`src/rtl/row_hit_chain_builder.sv`:
```
// Walks a closed request batch and links same-row requests into arrival-ordered chains,
// reporting each chain head and the number of chains to the scheduler.
module row_hit_chain_builder #(
  parameter int MAX_REQUESTS  = 16,
  parameter int ID_WIDTH      = 4,
  parameter int CNT_WIDTH     = ID_WIDTH + 1,
  parameter int HIT_TAG_WIDTH = 20
) (
  input  logic                     clk,
  input  logic                     rst_n,
  input  logic                     start_i,
  input  logic                     abort_i,
  input  logic [CNT_WIDTH-1:0]     num_requests_i,
  output logic                     busy_o,
  output logic                     done_o,
  output logic                     err_o,
  output logic [CNT_WIDTH-1:0]     num_chains_o,
  output logic [ID_WIDTH-1:0]      rd_addr_o,
  input  logic [HIT_TAG_WIDTH-1:0] rd_hit_tag_i,
  output logic                     cam_lookup_en_o,
  output logic [HIT_TAG_WIDTH-1:0] cam_lookup_tag_o,
  input  logic                     cam_hit_i,
  input  logic [ID_WIDTH-1:0]      cam_hit_addr_i,
  output logic                     chain_wr_en_o,
  output logic [ID_WIDTH-1:0]      chain_wr_addr_o,
  output logic [ID_WIDTH-1:0]      chain_wr_data_o,
  output logic                     head_valid_o,
  output logic [ID_WIDTH-1:0]      head_id_o
);

  typedef enum logic [2:0] {IDLE, RD, CAM, LINK, DONE} state_e;

  state_e               state_q, state_d;
  logic [ID_WIDTH-1:0]  idx_q, idx_d;
  logic [ID_WIDTH-1:0]  h_lat_q, h_lat_d;
  logic [CNT_WIDTH-1:0] n_lat_q, n_lat_d;
  logic [CNT_WIDTH-1:0] num_chains_q, num_chains_d;
  logic                 miss_lat_q, miss_lat_d;
  logic                 err_q, err_d;

  // Tail of the chain rooted at each head index; only read after being written in this walk.
  logic [ID_WIDTH-1:0]  tail_q [MAX_REQUESTS];
  logic                 tail_we;
  logic [ID_WIDTH-1:0]  tail_waddr;

  logic head_case;
  logic last_req;

  assign head_case = miss_lat_q || (h_lat_q >= idx_q);
  assign last_req  = (CNT_WIDTH'(idx_q) == (n_lat_q - CNT_WIDTH'(1)));

  always_comb begin
    state_d          = state_q;
    idx_d            = idx_q;
    h_lat_d          = h_lat_q;
    n_lat_d          = n_lat_q;
    num_chains_d     = num_chains_q;
    miss_lat_d       = miss_lat_q;
    err_d            = err_q;
    tail_we          = 1'b0;
    tail_waddr       = idx_q;
    done_o           = 1'b0;
    cam_lookup_en_o  = 1'b0;
    cam_lookup_tag_o = '0;
    chain_wr_en_o    = 1'b0;
    chain_wr_addr_o  = '0;
    chain_wr_data_o  = '0;
    head_valid_o     = 1'b0;
    head_id_o        = '0;

    case (state_q)
      IDLE: begin
        if (start_i) begin
          n_lat_d      = num_requests_i;
          idx_d        = '0;
          num_chains_d = '0;
          err_d        = 1'b0;
          state_d      = (num_requests_i != '0) ? RD : DONE;
        end
      end
      RD: state_d = CAM;
      CAM: begin
        cam_lookup_en_o  = 1'b1;
        cam_lookup_tag_o = rd_hit_tag_i;
        h_lat_d          = cam_hit_addr_i;
        miss_lat_d       = !cam_hit_i;
        state_d          = LINK;
      end
      LINK: begin
        tail_we = 1'b1;
        if (head_case) begin
          tail_waddr   = idx_q;
          head_valid_o = 1'b1;
          head_id_o    = idx_q;
          num_chains_d = num_chains_q + CNT_WIDTH'(1);
          if (miss_lat_q || (h_lat_q > idx_q)) err_d = 1'b1;
        end else begin
          tail_waddr      = h_lat_q;
          chain_wr_en_o   = 1'b1;
          chain_wr_addr_o = tail_q[h_lat_q];
          chain_wr_data_o = idx_q;
        end
        if (last_req) begin
          state_d = DONE;
        end else begin
          idx_d   = idx_q + ID_WIDTH'(1);
          state_d = RD;
        end
      end
      DONE: begin
        done_o  = 1'b1;
        state_d = IDLE;
      end
      default: state_d = IDLE;
    endcase

    // Abort wins over everything: drop back to IDLE with no side effects this cycle.
    if (abort_i) begin
      state_d      = IDLE;
      idx_d        = idx_q;
      h_lat_d      = h_lat_q;
      n_lat_d      = n_lat_q;
      num_chains_d = num_chains_q;
      miss_lat_d   = miss_lat_q;
      err_d        = err_q;
      tail_we      = 1'b0;
      done_o       = 1'b0;
      chain_wr_en_o   = 1'b0;
      chain_wr_addr_o = '0;
      chain_wr_data_o = '0;
      head_valid_o    = 1'b0;
      head_id_o       = '0;
    end
  end

  assign busy_o       = (state_q != IDLE);
  assign err_o        = err_q;
  assign num_chains_o = num_chains_q;
  assign rd_addr_o    = idx_q;

  always_ff @(posedge clk or negedge rst_n) begin
    if (!rst_n) begin
      state_q      <= IDLE;
      idx_q        <= '0;
      h_lat_q      <= '0;
      n_lat_q      <= '0;
      num_chains_q <= '0;
      miss_lat_q   <= 1'b0;
      err_q        <= 1'b0;
    end else begin
      state_q      <= state_d;
      idx_q        <= idx_d;
      h_lat_q      <= h_lat_d;
      n_lat_q      <= n_lat_d;
      num_chains_q <= num_chains_d;
      miss_lat_q   <= miss_lat_d;
      err_q        <= err_d;
    end
  end

  always_ff @(posedge clk) begin
    if (tail_we) tail_q[tail_waddr] <= idx_q;
  end

endmodule

```
`config.mk`:
```
export PLATFORM = sky130hd
export DESIGN_NAME = row_hit_chain_builder
export DESIGN_NICKNAME = d
export VERILOG_FILES = /design/src/rtl/row_hit_chain_builder.sv
export SDC_FILE = /design/constraint.sdc
export NUM_CORES = 1
export LEC_CHECK = 0
export CAP_MARGIN = 20
export CORE_MARGIN = 4
export CORE_UTILIZATION = 43
export DETAILED_ROUTE_END_ITERATION = 12
export HOLD_SLACK_MARGIN = 0.02
export PLACE_DENSITY = 0.7
export SLEW_MARGIN = 30
export SYNTH_ARGS = -nofsm -noshare
export SYNTH_HDL_FRONTEND = slang
export SYNTH_SLANG_ARGS = --single-unit
```
`constraint.sdc`:
```
create_clock -name clk -period 5.65 [get_ports clk]
set_input_delay 1.13 -clock clk [delete_from_list [all_inputs] [get_ports clk]]
set_output_delay 1.13 -clock clk [all_outputs]
set_load 0.03 [all_outputs]
```
Yosys cells after proc, flatten, opt, wreduce, memory -nomap -nowiden
Memory sizes are Yosys's and may differ from the RTL's.
Index checks and enable logic that the tools add are counted.

word-level totals
  flip-flop bits (word level) = 23
  memory bits (writable) = 64
  input port bits = 34
  output and inout bits = 47
  word-level logic and storage cells = 76
  memories kept = 1

cells by class
  add/subtract/negate cells = 3
  magnitude comparators = 2
  eq/ne operators = 10
  multiplexer cells = 40
  bitwise logic cells = 1
  reduce and logical (&&, ||, !) cells = 12

memory list
  memory  depth  width  rd ports  clocked after Yosys merged registers in  wr ports  line  source
  tail_q  16     4      1         0                                        1         42    logic [ID_WIDTH-1:0] tail_q [MAX_REQUESTS];

operator list
  kind                                              count
  2-to-1 mux 4 bit                                  13
  2-to-1 mux 20 bit                                 1
  2-to-1 mux 1 bit                                  16
  2-to-1 mux 3 bit                                  4
  one-hot mux 3 bit (4 select lines)                1
  2-to-1 mux 5 bit                                  2
  one-hot mux 5 bit (2 select lines)                1
  inequality test 2 bit, second input constant      4
  one-hot mux 4 bit (2 select lines)                1
  AND reduction 4 bit                               2
  == test 3 x 2 -> 1 bit, second input constant     2
  adder 5 x 1 -> 5 bit, second input constant       1
  == test 4 x 5 -> 1 bit                            1
  AND reduction 5 bit                               1
  nonzero test 5 bit                                1
  subtractor 5 x 1 -> 5 bit, second input constant  1
  adder 4 x 1 -> 4 bit, second input constant       1
  >= comparator 4 bit                               1
  greater-than comparator 4 bit                     1
  == test 3 x 1 -> 1 bit, second input constant     1
  == test 3 bit, second input constant              1
  logical NOT 3 bit                                 1
  inequality test 3 bit, second input constant      1
  AND reduction 3 bit                               1
  7 further kinds                                   8

Longest topological paths before layout
Gate-level depths: netlist of the first run.

  depth after elaboration = 5
  gate-level depth with buffers = 10
  gate-level depth less buffers = 7

Worst setup path after synthesis of the first run
OpenSTA, ideal clock, no wires.

  path kind = register to output
  start = register idx_q[1], in the netlist rd_addr_o[1]
  end = output head_id_o[0]
  arrival time = 2.602 ns
  required time = 4.520 ns
  setup slack = 1.918 ns
  stages on the path, launching flop included = 8
  path buffers = 1
  path through = dfrtp_1 -> clkbuf_1 -> inv_1 -> ha_1 -> a21o_1 -> a31oi_1 -> nor2_1 -> and2_1

between the ends
  word-level cells in the longest chain between the ends = 5

RTL lines
  what                    line  source
  from (decl)             34    logic [ID_WIDTH-1:0] idx_q, idx_d;
  from (signal assigned)  152   idx_q <= idx_d;
  >= comparator 4 bit     49    assign head_case = miss_lat_q || (h_lat_q >= idx_q);
  logical OR 1 bit        49
  2-to-1 mux 4 bit        91    if (head_case) begin
  2-to-1 mux 4 bit        71    case (state_q)
  2-to-1 mux 4 bit        118   if (abort_i) begin
  to (decl)               28    output logic [ID_WIDTH-1:0] head_id_o

Every way passes these cells.

Worst setup path in the final report of the first run
  start = register idx_q[1], in the netlist rd_addr_o[1]
  end = output head_id_o[3]

Same word-level chain as after synthesis.

==> flow_summary.json, run 1 <==
{
  "grt.total_usage_pct": 17.59,
  "critPathMaxStageDelay_ns": 0.84,
  "routed.top_layer": "met4",
  "outcome": "finished clean",
  "cts_buffers": 9,
  "n_fill_cell": 847,
  "ios": 81,
  "gp_congestion": 0.7867,
  "dp.final_hpwl_um": 6660,
  "first_pass_iters": 4,
  "setup_tns_ns": 0,
  "wl_per_cell_um": 17.69,
  "grt_pass1_wl_um": 15680,
  "synth_top_area_share_pct": 44.85,
  "ant_nets": 0,
  "synth_area_leader_cell": "edfxtp_1",
  "drt_iter0_markers": 209,
  "grt_pass1_vias": 3174,
  "via_per_inst": 5.429,
  "multi_input_area_um2": 1667,
  "die_area_um2": 11630,
  "path_max_fanout": 26,
  "critPathCaptureType": "output pin",
  "path_class": "reg -> out",
  "crit_buf_inv": 2,
  "areaGrowthSynthToFinish_pct": 25.78,
  "clockPowerShare_pct": 23.0,
  "clk_latency_ns": 0.35,
  "vdd.ir_drop.worst_mv": 0.2162,
  "clock-root-buffer": "clkbuf_8",
  "p_int_uw": 1243,
  "path_cells": "inv_1, ha_1, a21o_1, a311o_1, and2_1, clkdlybuf4s50_1",
  "syn_area_um2": 4285,
  "swShare_pct": 33.83,
  "overflow": 0,
  "ys.flop_type": "edfxtp_1",
  "ctsResizeCount": 0,
  "syn_nets": 362,
  "wl_met2_um": 4752,
  "cts.sinks": 87,
  "crit_arrival_ns": 3.64,
  "critPathLaunchType": "register",
  "synth.area.top_cells": "edfxtp_1 45%, dfrtp_1 13%, mux4_2 11%, and2_1 3.4%, nor2_1 2.4%",
  "setup_viol": 0,
  "ys_ff_latch": 87,
  "synth_area_per_cell_um2": 13.35,
  "combPwrFrac_pct": 33.5,
  "grt_max_degree": 32,
  "hold_ws_ns": 0.5564,
  "max_slew_margin_pct": 44.18,
  "h-tree-depth": 3,
  "yosysSeqAreaShare_pct": 58.28,
  "crit_family": "buffers and inverters",
  "num_rows": 36,
  "fin_worst_skew_ns": 0.01360,
  "p_leak_uw": 0.001930,
  "ys_warn_count": 0,
  "switchingPower_uw": 635.3,
  "slew_viol_final": 0,
  "wl_met3_um": 686,
  "critPathSlowestCell": "dfrtp_1",
  "wl_met1_um": 3898,
  "remaining_drc_errors": 0,
  "die_h_um": 107.8,
  "p_seq_share_pct": 43.5,
  "die_w_um": 107.8,
  "drive_above_1_share_pct": 13.72,
  "start_util_pct": 44.05,
  "syn_inst": 321,
  "clk_pin_slew_ns": 0.09,
  "ctsLongestPathBuffers": 2,
  "hold_viol": 0,
  "cp_data_required_time_ns": 4.52,
  "post_cts_buffers": 0,
  "placeableCoreArea_um2": 9729,
  "wirelength_um": 9447,
  "io_buffers": 80,
  "layout_commonest_cell": "clkdlybuf4s50_1",
  "synth_enable_flop_cells": 64,
  "fin_nets": 437,
  "async_flop_share_pct": 26.44,
  "cts_tree": "built",
  "num_antenna_cells": 0,
  "ys_types": 49,
  "vias": 2899,
  "rsz0062_at_grt": "no",
  "min_period_ns": 4.773,
  "tightest_slew_ns": 0.8373,
  "timing.fmax_mhz": 209.5,
  "power_density_nw_per_um2": 348.4,
  "postCtsHoldBufs": 0,
  "mostFrequentLayoutCells": "79 x clkdlybuf4s50_1, 64 x edfxtp_1, 27 x nor2_1",
  "fin_crit_sh_pct": 84.48,
  "hp-class": "reg -> reg",
  "antenna_found_initial": 0,
  "timing.max_cap.violations": 0,
  "ff_latch_area_um2": 2497
}
synth_stat cells, drive strengths merged, types with 2 or more instances:
cell type / count
a21oi: 4
a22o: 3
and2: 23
and3: 15
buf: 8
clkbuf: 14
dfrtp: 23
edfxtp: 64
ha: 7
inv: 6
mux2: 6
mux2i: 9
mux4: 20
nand2: 23
nand2b: 2
nand3: 6
nand4: 3
nor2: 27
nor2b: 3
nor3: 13
nor3b: 4
o21a: 2
o21ai: 8
or3: 2
xnor2: 3
xor2: 3
kinds of logic (layout without fill, tap and decap cells):
kind of cell	Yosys count	count (layout)	synth area share, %
DFF	87	87	58.28
and+or+nand+nor	127	127	15.65
adders and majority gates	7	7	2.044
muxes	35	35	14.19
buffers and inverters	28	108	2.949
AOI/OAI and AO/OA	31	31	5.665
xor gates and xnor gates	6	6	1.227
state kept, by name (all words and copies together), names as in the netlist:
signal,flops
miss_lat_q,1
n_lat_q,5
tail_q,64
err_o,1
rd_addr_o,4
h_lat_q,4
num_chains_o,5
state_q,3
final cells by class:
type / count / area share, %
multi-input cells: 206 / 30.92
repair buffers: 86 / 15.60
clock inverters: 6 / 1.277
well taps: 133 / 3.087
inverters: 6 / 0.4178
clock buffers: 10 / 2.368
flip-flops and latches: 87 / 46.33
per-layer routing:
layer	vias to the layer above	track usage [%]
li1	1350	-
met2	124	29.48
met1	1418	22.27
met5	-	0
met3	7	5.039
met4	0	5.050
final timing paths:
kind	startpoint	to	slack (ns)	cells past startpoint
worst max register to register	rd_addr_o[3]	tail_q[1][3]	2.09	6
worst min register to register	num_chains_o[4]	num_chains_o[4]	0.56	2
worst min-delay path	num_chains_o[4]	num_chains_o[4]	0.56	2
max in group asynchronous	rst_n	num_chains_o[1]	4.55	1
worst max-delay path	rd_addr_o[1]	head_id_o[3]	0.88	6
min in group asynchronous	rst_n	h_lat_q[3]	0.74	1
tightest hold or removal path: cells and delay by family (launching register included):
kind,cells,cell delay [ns]
flip-flops,1,0.40
multiplexers,1,0.06
AND/OR/NAND/NOR,1,0.06
metrics by stage:
step	instance area, um^2	utilization, %	total power [uW]	cells	worst slack [ns]
global placement	5199	53.43	1447	518	1.162
global route	5390	55.40	1993	534	0.5458
floorplan	4285	-	1268	321	1.918
CTS	5390	55.40	1892	534	0.8360
finish	5390	55.40	1878	534	0.8766
detailed placement	5194	53.38	1464	518	1.088
power groups by stage:
stage               Combinational [uW]  Sequential, uW  Clock [uW]
floorplan                          452             816           0
detailed placement                 632             832           0
CTS                                635             818         439
finish                             630             817         431
global placement                   620             827           0
global route                       692             830         471
(Power assumes the default switching activity.)
==> inputs of run 2 (changes only) <==
==> constraint.sdc (replaced) <==
create_clock -name clk -period 4.9 [get_ports clk]
set_input_delay 0.98 -clock clk [delete_from_list [all_inputs] [get_ports clk]]
set_output_delay 0.98 -clock clk [all_outputs]
set_load 0.03 [all_outputs]
==> flow_summary.json, run 2 (synthesized netlist as in run 1, its figures left out) <==
{
  "fin_crit_sh_pct": 86.09,
  "die_area_um2": 11630,
  "critPathLaunchType": "input pin",
  "num_rows": 36,
  "p_leak_uw": 0.001954,
  "largest_reg_flops": 64,
  "whs_path_depth": 2,
  "mostFrequentLayoutCells": "79 x clkdlybuf4s50_1, 64 x edfxtp_1, 27 x nor2_1",
  "reg2reg_slack_ns": 1.62,
  "finalWorstSetupSlack_ns": 0.6818,
  "ctsLongestPathBuffers": 2,
  "areaGrowthSynthToFinish_pct": 26.42,
  "ant_nets": 0,
  "max_slew_margin_pct": 58.19,
  "cts.sinks": 87,
  "start_util_pct": 44.05,
  "routed.top_layer": "met4",
  "postCtsHoldBufs": 0,
  "clock-root-buffer": "clkbuf_8",
  "wirelength_um": 9724,
  "clk_latency_ns": 0.35,
  "layout_commonest_cell": "clkdlybuf4s50_1",
  "regMostFlops": "tail_q",
  "grt.total_usage_pct": 18.37,
  "setup_viol": 0,
  "gp_congestion": 0.7743,
  "h-tree-depth": 3,
  "num_antenna_cells": 0,
  "n_fill_cell": 815,
  "rsz0062_at_grt": "no",
  "dp_slack_ns": 0.6482,
  "via_per_inst": 5.449,
  "antenna_found_initial": 0,
  "clk_pin_slew_ns": 0.09,
  "first_pass_iters": 5,
  "power_density_nw_per_um2": 399.7,
  "grt_pass1_vias": 3060,
  "wl_met3_um": 693,
  "hp-start": "n_lat_q[4]",
  "hold_viol": 0,
  "vias": 2926,
  "placeableCoreArea_um2": 9729,
  "wl_met2_um": 4831,
  "vdd.ir_drop.worst_mv": 0.2014,
  "fin_nets": 440,
  "timing.fmax_mhz": 237.1,
  "die_w_um": 107.8,
  "hp-class": "reg -> reg",
  "fin_worst_skew_ns": 0.01234,
  "cts_buffers": 9,
  "setup_tns_ns": 0,
  "slew_viol_final": 0,
  "remaining_drc_errors": 0,
  "die_h_um": 107.8,
  "path_max_fanout": 6,
  "cts_tree": "built",
  "crit_arrival_ns": 3.24,
  "r2r-start": "h_lat_q[0]",
  "post_cts_buffers": 0,
  "outcome": "finished clean",
  "ctsResizeCount": 0,
  "r2r-end": "tail_q[1][3]",
  "overflow": 0,
  "dp.final_hpwl_um": 6933,
  "path_class": "in -> out",
  "ios": 81,
  "grt_pass1_wl_um": 16140,
  "timing.max_cap.violations": 0,
  "drt_iter0_markers": 198,
  "grt_max_degree": 32,
  "min_period_ns": 4.218,
  "drive_above_1_share_pct": 14.11,
  "cp_data_required_time_ns": 3.92,
  "reg2regPathDepth": 9,
  "wl_per_cell_um": 18.11,
  "hold_end": "n_lat_q[4]",
  "io_buffers": 80,
  "critPathCaptureType": "output pin",
  "wl_met1_um": 4029,
  "tightest_slew_ns": 0.6258
}
-- run 2: report_power, final --
group	switching [uW]	internal (uW)	total, uW
Sequential	104	851	956
Clock	260	236	496
Combinational	367	347	714
Total	732	1430	2170
-- run 2: routing by layer --
layer	up-vias	GRT usage [%]
li1	1359	-
met4	0	7.124
met1	1429	24.07
met2	125	29.44
met3	13	4.619
met5	-	0
-- run 2: worst max path at each step --
stage | depth (start not counted) | from | slack (ns) | end
2_1_floorplan | 7 | rd_addr_o[1] | 1.32 | head_id_o[0]
3_3_place_gp | 6 | abort_i | 0.71 | head_id_o[0]
3_5_place_dp | 6 | abort_i | 0.65 | head_id_o[0]
4_1_cts | 6 | abort_i | 0.64 | head_id_o[0]
5_1_grt | 6 | abort_i | 0.47 | head_id_o[0]
6_report | 6 | abort_i | 0.68 | head_id_o[0]
-- run 2: critical path, stage by stage --
cell and delay (ns):
clkdlybuf4s50_1 0.51, nor2_1 0.28, nand3_1 0.31, nor2_1 0.33
and2_1 0.17, clkdlybuf4s50_1 0.67
-- run 2: through the flow --
stage / hold slack (ns) / power [uW] / util (%) / cell area [um^2] / std cells
floorplan: 0.4917 / 1462 / - / 4285 / 321
finish: 0.5500 / 2165 / 55.68 / 5418 / 537
detailed placement: 0.5283 / 1690 / 53.61 / 5216 / 521
global route: 0.5919 / 2294 / 55.68 / 5418 / 537
CTS: 0.5507 / 2181 / 55.62 / 5411 / 537
global placement: 0.5279 / 1673 / 53.67 / 5221 / 521
-- run 2: final cells by class --
| cell class | instances | area [um^2] | area share, % |
|---|---|---|---|
| clock buffers | 9 | 123.9 | 2.286 |
| flip-flops and latches | 87 | 2497 | 46.10 |
| inverters | 6 | 22.52 | 0.4157 |
| multi-input cells | 206 | 1673 | 30.88 |
| well taps | 133 | 166.4 | 3.072 |
| clock inverters | 7 | 71.32 | 1.316 |
| repair buffers | 89 | 863.3 | 15.94 |
==> inputs of run 3 (changes only) <==
--- a/config.mk
+++ b/config.mk
@@ -9,6 +9,7 @@
 export CORE_MARGIN = 4
 export CORE_UTILIZATION = 43
 export DETAILED_ROUTE_END_ITERATION = 12
+export GPL_TIMING_DRIVEN = 0
 export HOLD_SLACK_MARGIN = 0.02
 export PLACE_DENSITY = 0.7
 export SLEW_MARGIN = 30
==> flow_summary.json, run 3 (synthesized netlist as in run 1, its figures left out) <==
{
  "post_cts_buffers": 0,
  "reg2reg_slack_ns": 1.47,
  "drive_above_1_share_pct": 14.15,
  "vdd.ir_drop.worst_mv": 0.1693,
  "placeableCoreArea_um2": 9729,
  "layout_commonest_cell": "clkdlybuf4s50_1",
  "drt_iter0_markers": 177,
  "die_area_um2": 11630,
  "cp_data_required_time_ns": 3.92,
  "fin_crit_sh_pct": 97.59,
  "grt.total_usage_pct": 17.70,
  "setup_viol": 0,
  "critPathLaunchType": "register",
  "cts_tree": "built",
  "h-tree-depth": 3,
  "max_slew_margin_pct": 49.57,
  "hp-class": "reg -> reg",
  "gp_congestion": 0.7971,
  "overflow": 0,
  "setup_tns_ns": 0,
  "die_h_um": 107.8,
  "hold_viol": 0,
  "fin_nets": 453,
  "rsz0062_at_grt": "no",
  "postCtsHoldBufs": 0,
  "min_period_ns": 4.782,
  "cpMostUsedCell": "clkbuf_1",
  "areaGrowthSynthToFinish_pct": 27.24,
  "crit_arrival_ns": 3.80,
  "remaining_drc_errors": 0,
  "path_max_fanout": 20,
  "num_antenna_cells": 0,
  "ctsLongestPathBuffers": 2,
  "antenna_found_initial": 0,
  "wirelength_um": 9773,
  "p_leak_uw": 0.001947,
  "critPathCaptureType": "output pin",
  "finalWorstSetupSlack_ns": 0.1179,
  "regMostFlops": "tail_q",
  "grt_pass1_vias": 3068,
  "path_cells": "clkbuf_1, inv_1, ha_1, a211o_1, a31oi_2, clkbuf_1, and3_1, clkdlybuf4s50_1",
  "cts_buffers": 9,
  "wl_per_cell_um": 17.77,
  "timing.max_cap.violations": 0,
  "clock-root-buffer": "clkbuf_8",
  "ant_nets": 0,
  "slew_viol_final": 0,
  "io_buffers": 80,
  "ios": 81,
  "num_rows": 36,
  "critPathMaxStageDelay_ns": 0.68,
  "critPathSlowestCell": "clkdlybuf4s50_1",
  "grt_max_degree": 24,
  "start_util_pct": 44.05,
  "path_class": "reg -> out",
  "clk_pin_slew_ns": 0.08,
  "grt_pass1_wl_um": 15640,
  "vias": 2951,
  "power_density_nw_per_um2": 400.8,
  "via_per_inst": 5.365,
  "die_w_um": 107.8,
  "largest_reg_flops": 64,
  "fin_worst_skew_ns": 0.006338,
  "outcome": "finished clean",
  "dp.final_hpwl_um": 7210,
  "cts.sinks": 87,
  "mostFrequentLayoutCells": "79 x clkdlybuf4s50_1, 64 x edfxtp_1, 27 x nor2_1",
  "tightest_slew_ns": 0.7564,
  "dp_slack_ns": 0.2272,
  "timing.fmax_mhz": 209.1,
  "first_pass_iters": 4,
  "clk_latency_ns": 0.35
}
[run 3: repair_timing]
item,4_1_cts,5_1_grt
setup endpoints to repair,8,8
hold endpoints to repair,0,0
resized for setup,2,2
[run 3: path summary, 6_finish.rpt]
| check | startpoint | to | depth (start not counted) |
|---|---|---|---|
| worst max-delay path | rd_addr_o[2] | chain_wr_data_o[0] | 8 |
| worst min-delay path | num_chains_o[4] | num_chains_o[4] | 2 |
| worst max register to register | rd_addr_o[2] | tail_q[1][2] | 8 |
| worst min register to register | num_chains_o[4] | num_chains_o[4] | 2 |
| max in group asynchronous | rst_n | rd_addr_o[1] | 1 |
| min in group asynchronous | rst_n | h_lat_q[1] | 1 |
[run 3: worst max-delay path: cells and delay by family, from the launching register on]
family / cells / cell delay (ns)
AO/OA/AOI/OAI: 2 / 0.67
AND/OR/NAND/NOR: 1 / 0.25
buffers and inverters: 4 / 1.67
adder cells (fa/ha/maj): 1 / 0.27
flip-flops: 1 / 0.60
[run 3: per-layer routing]
layer	global-route usage (%)	routed length [um]
met4	6.583	149
met2	29.48	4913
met5	0	0
met3	4.439	741
met1	22.32	3968
[run 3: final cells by class]
type	count	area, um^2
buffer	22	103.9
clock buffer	9	123.9
clock inverter	7	71.32
fill	824	4277
inverter	6	22.52
multi-input combinational	206	1668
sequential	87	2501
tap	133	166.4
timing repair buffer	80	795.8
[run 3: metrics by stage]
stage	util, %	hold WS, ns	power (uW)	cell area, um^2	cells
after floorplan	-	0.4917	1462	4285	321
after global placement	53.99	0.5180	1687	5253	534
after detailed placement	53.94	0.5369	1708	5248	534
after CTS	55.97	0.5600	2195	5445	550
after global routing	56.04	0.5942	2308	5453	550
final	56.04	0.5530	2186	5453	550
[run 3: where the power goes]
| group | switching (uW) | internal (uW) | leakage, uW |
|---|---|---|---|
| Combinational | 411 | 352 | 0.00102 |
| Clock | 258 | 236 | 0.0000933 |
| Sequential | 76.9 | 853 | 0.000834 |
| Total | 746 | 1440 | 0.00195 |
==> variant: new RTL, flow settings as in run 2 <==
The parameter `ID_WIDTH` goes from 4 to 6.
--- a/src/rtl/row_hit_chain_builder.sv
+++ b/src/rtl/row_hit_chain_builder.sv
@@ -2,7 +2,7 @@
 // reporting each chain head and the number of chains to the scheduler.
 module row_hit_chain_builder #(
   parameter int MAX_REQUESTS  = 16,
-  parameter int ID_WIDTH      = 4,
+  parameter int ID_WIDTH      = 6,
   parameter int CNT_WIDTH     = ID_WIDTH + 1,
   parameter int HIT_TAG_WIDTH = 20
 ) (
Ports: changed (7 resized); port bits go from 81 to 95. The function was not compared with the original's and may differ.
==> variant against run 2 <==
- die area grew 38%
- synthesized cell count grew 37%
- power grew 60%
- setup slack lost 0.21 ns
- largest cell class unchanged
- sequential cell count grew 40
- count of clock-buffer cells in the layout grew 10
- non-clock buffer count grew 20
- fmax shrank 4.7%
- highest routed layer unchanged
- final area grew 45%
- wire length grew 52%
- clock power grew to 2.7 times the old value
- area after synthesis grew 41%
- global-route usage grew 1.2 points
==> variant: results (changes against run 2) <==
Global routing
  – All-layer global routing usage: 19.62% (+1.2 points)
  – Global-route wire length before repair: 24010 um (+49%)
  – Number of global-route vias before repair: 4414 (+44%)

Yosys
  – Avg Synthesized Cell Area: 13.80 um2 (+3.4%)
  – Unique cell type count in the Yosys netlist: 57 (+16%)
  – Seq/Total Area, Yosys: 60.39% (+2.1 points)
  – Post-synth EDFFs: 96 (+50%)
  – Top cells by area, synth: edfxtp_1 (48%), dfrtp_1 (13%), mux4_2 (11%), and2_1 (3.4%), nand3_1 (3.0%)
  – Asr flop ratio synth: 24.41% (-2.0 points)
  – Net Count, Synth: 486 (+34%)
  – Synth top area share: 47.58% (+2.7 points)
  – Synth top cells by count: edfxtp_1 (96), nand3_1 (36), and2_1 (33)

Pwr
  – Lkg Pwr: 2.828 nW (+45%)
  – Maximum vdd ir drop: 0.2652 mV (+32%)

Detailed routing
  – Via density: 5.712 (+4.8%)
  – Met2 WL post-DR: 7521 um (+56%)
  – Final WL: 14820 um (+52%)
  – Met3 wire len: 1251 um (+81%)
  – Routed WL per cell: 20.17 um (+11%)
  – Met1 WL: 5830 um (+45%)
  – Number of DRC markers in iteration 0: 291 (+47%)
  – First-pass iteration count of the detailed router: 5 (unchanged)

Placed design
  – Pre-CTS worst setup slack: 0.7149 ns (+0.06672 ns)
  – Buffers on Ports: 94 (+18%)
  – Final GP Congestion: 0.8593 (+11%)
  – Dpl cells: 703 (+35%)

Clock tree
  – Post-cts sizing count: 0 (unchanged)
  – Worst-Skew Late Latency: 0.41 ns (+0.06 ns)
  – Clk pin slew, worst setup/hold paths: 0.05 ns (-0.04 ns)
  – H-tree depth: 4 (+1)
  – CTS root buf: clkbuf_16
  – CTS buffer count: 17 (+8)

Timing
  – Worst Skew: 0.007287 ns (-0.005057 ns)
  – Worst rel slew slack: 42.73% (-15 points)

Final layout
  – Fillers: 1078 (+32%)
  – Final nets: 589 (+34%)
  – Ratio of cells with drive above 1 in the final layout: 18.20% (+4.1 points)

Worst setup path
  – Cells on worst reg2reg path: 7 (-2)
  – Critical path fanouts, max: 15 (+9)
  – Worst path slowest cell: nor2_1
  – WP data arrival: 3.45 ns (+0.21 ns)
  – Delay-heaviest family, CP: simple AND/OR/NAND/NOR gates
  – Slowest stage delay, CP: 0.63 ns (-0.04 ns)

Outcome
  – Status: finished, final reports clean
[variant: cell count changes after synthesis, moves of 5 or more]
cell / delta
and2_1: +10
and3_1: -8
mux2i_1: -9
edfxtp_1: +32
inv_1: +5
mux2_2: +5
dfrtp_1: +8
a21oi_1: +8
o21ai_0: +9
nor2_1: -7
buf_4: +6
nand3_1: +30
mux4_2: +10
[variant: stage by stage]
| stage | util (%) | hold WS [ns] | total power [mW] | cell area [um2] |
|---|---|---|---|---|
| 6_report | 56.64 | 0.5249 | 3.463 | 7831 |
| 5_1_grt | 56.64 | 0.5440 | 3.620 | 7831 |
| 4_1_cts | 56.60 | 0.5254 | 3.498 | 7826 |
| 3_5_place_dp | 52.07 | 0.5151 | 2.157 | 7199 |
| 3_3_place_gp | 52.07 | 0.5046 | 2.131 | 7199 |
| 2_1_floorplan | - | 0.4849 | 1.898 | 6058 |
[variant: layer usage]
metal	track usage (%)	vias to the layer above
met2	32.38	219
li1	-	1895
met1	25.17	2064
met5	0	-
met3	5.389	20
met4	6.625	0
[variant: cell type report]
class | instances | area, um2 | share of cell area (%)
multi-input cells | 276 | 2233 | 28.52
clock buffers | 19 | 432.9 | 5.528
inverters | 11 | 41.29 | 0.5272
repair buffers | 109 | 1046 | 13.36
flip-flops and latches | 127 | 3659 | 46.72
clock inverters | 13 | 193.9 | 2.476
well taps | 180 | 225.2 | 2.876
[variant: cells by family after synthesis]
logic type      after synthesis  share of synthesized area [%]
simple gates                161                          14.33
buf+inv                      36                          2.829
compound gates               57                          6.237
fa+ha+maj                     9                          1.859
mux                          41                          13.20
flops                       127                          60.39
xor+xnor                      8                          1.157
[variant: worst paths after layout]
kind	slack [ns]	end	from
hold reg to reg	0.52	err_o$_DFFE_PN0P_	err_o$_DFFE_PN0P_
setup reg to reg	1.59	tail_q[3][3]$_DFFE_PP_	h_lat_q[2]$_DFFE_PN0P_
max in group asynchronous	3.61	h_lat_q[1]$_DFFE_PN0P_	rst_n
setup / recovery	0.47	chain_wr_data_o[0]	h_lat_q[2]$_DFFE_PN0P_
min in group asynchronous	0.98	n_lat_q[1]$_DFFE_PN0P_	rst_n
hold / removal	0.52	err_o$_DFFE_PN0P_	err_o$_DFFE_PN0P_
[variant: worst reg2reg max path: stages, from the launching register on]
cell     delay [ns]
dfrtp_1        0.59
ha_1           0.30
a21o_1         0.17
a21o_1         0.16
a21oi_1        0.48
and3_1         0.68
nand3_1        0.14
o21ai_1        0.42
[variant: where the power goes]
group          switching, mW  total [mW]  internal [mW]
clock network          0.441        1.34          0.894
logic                  0.433       0.830          0.397
registers             0.0715        1.30           1.23
total                  0.946        3.46           2.52
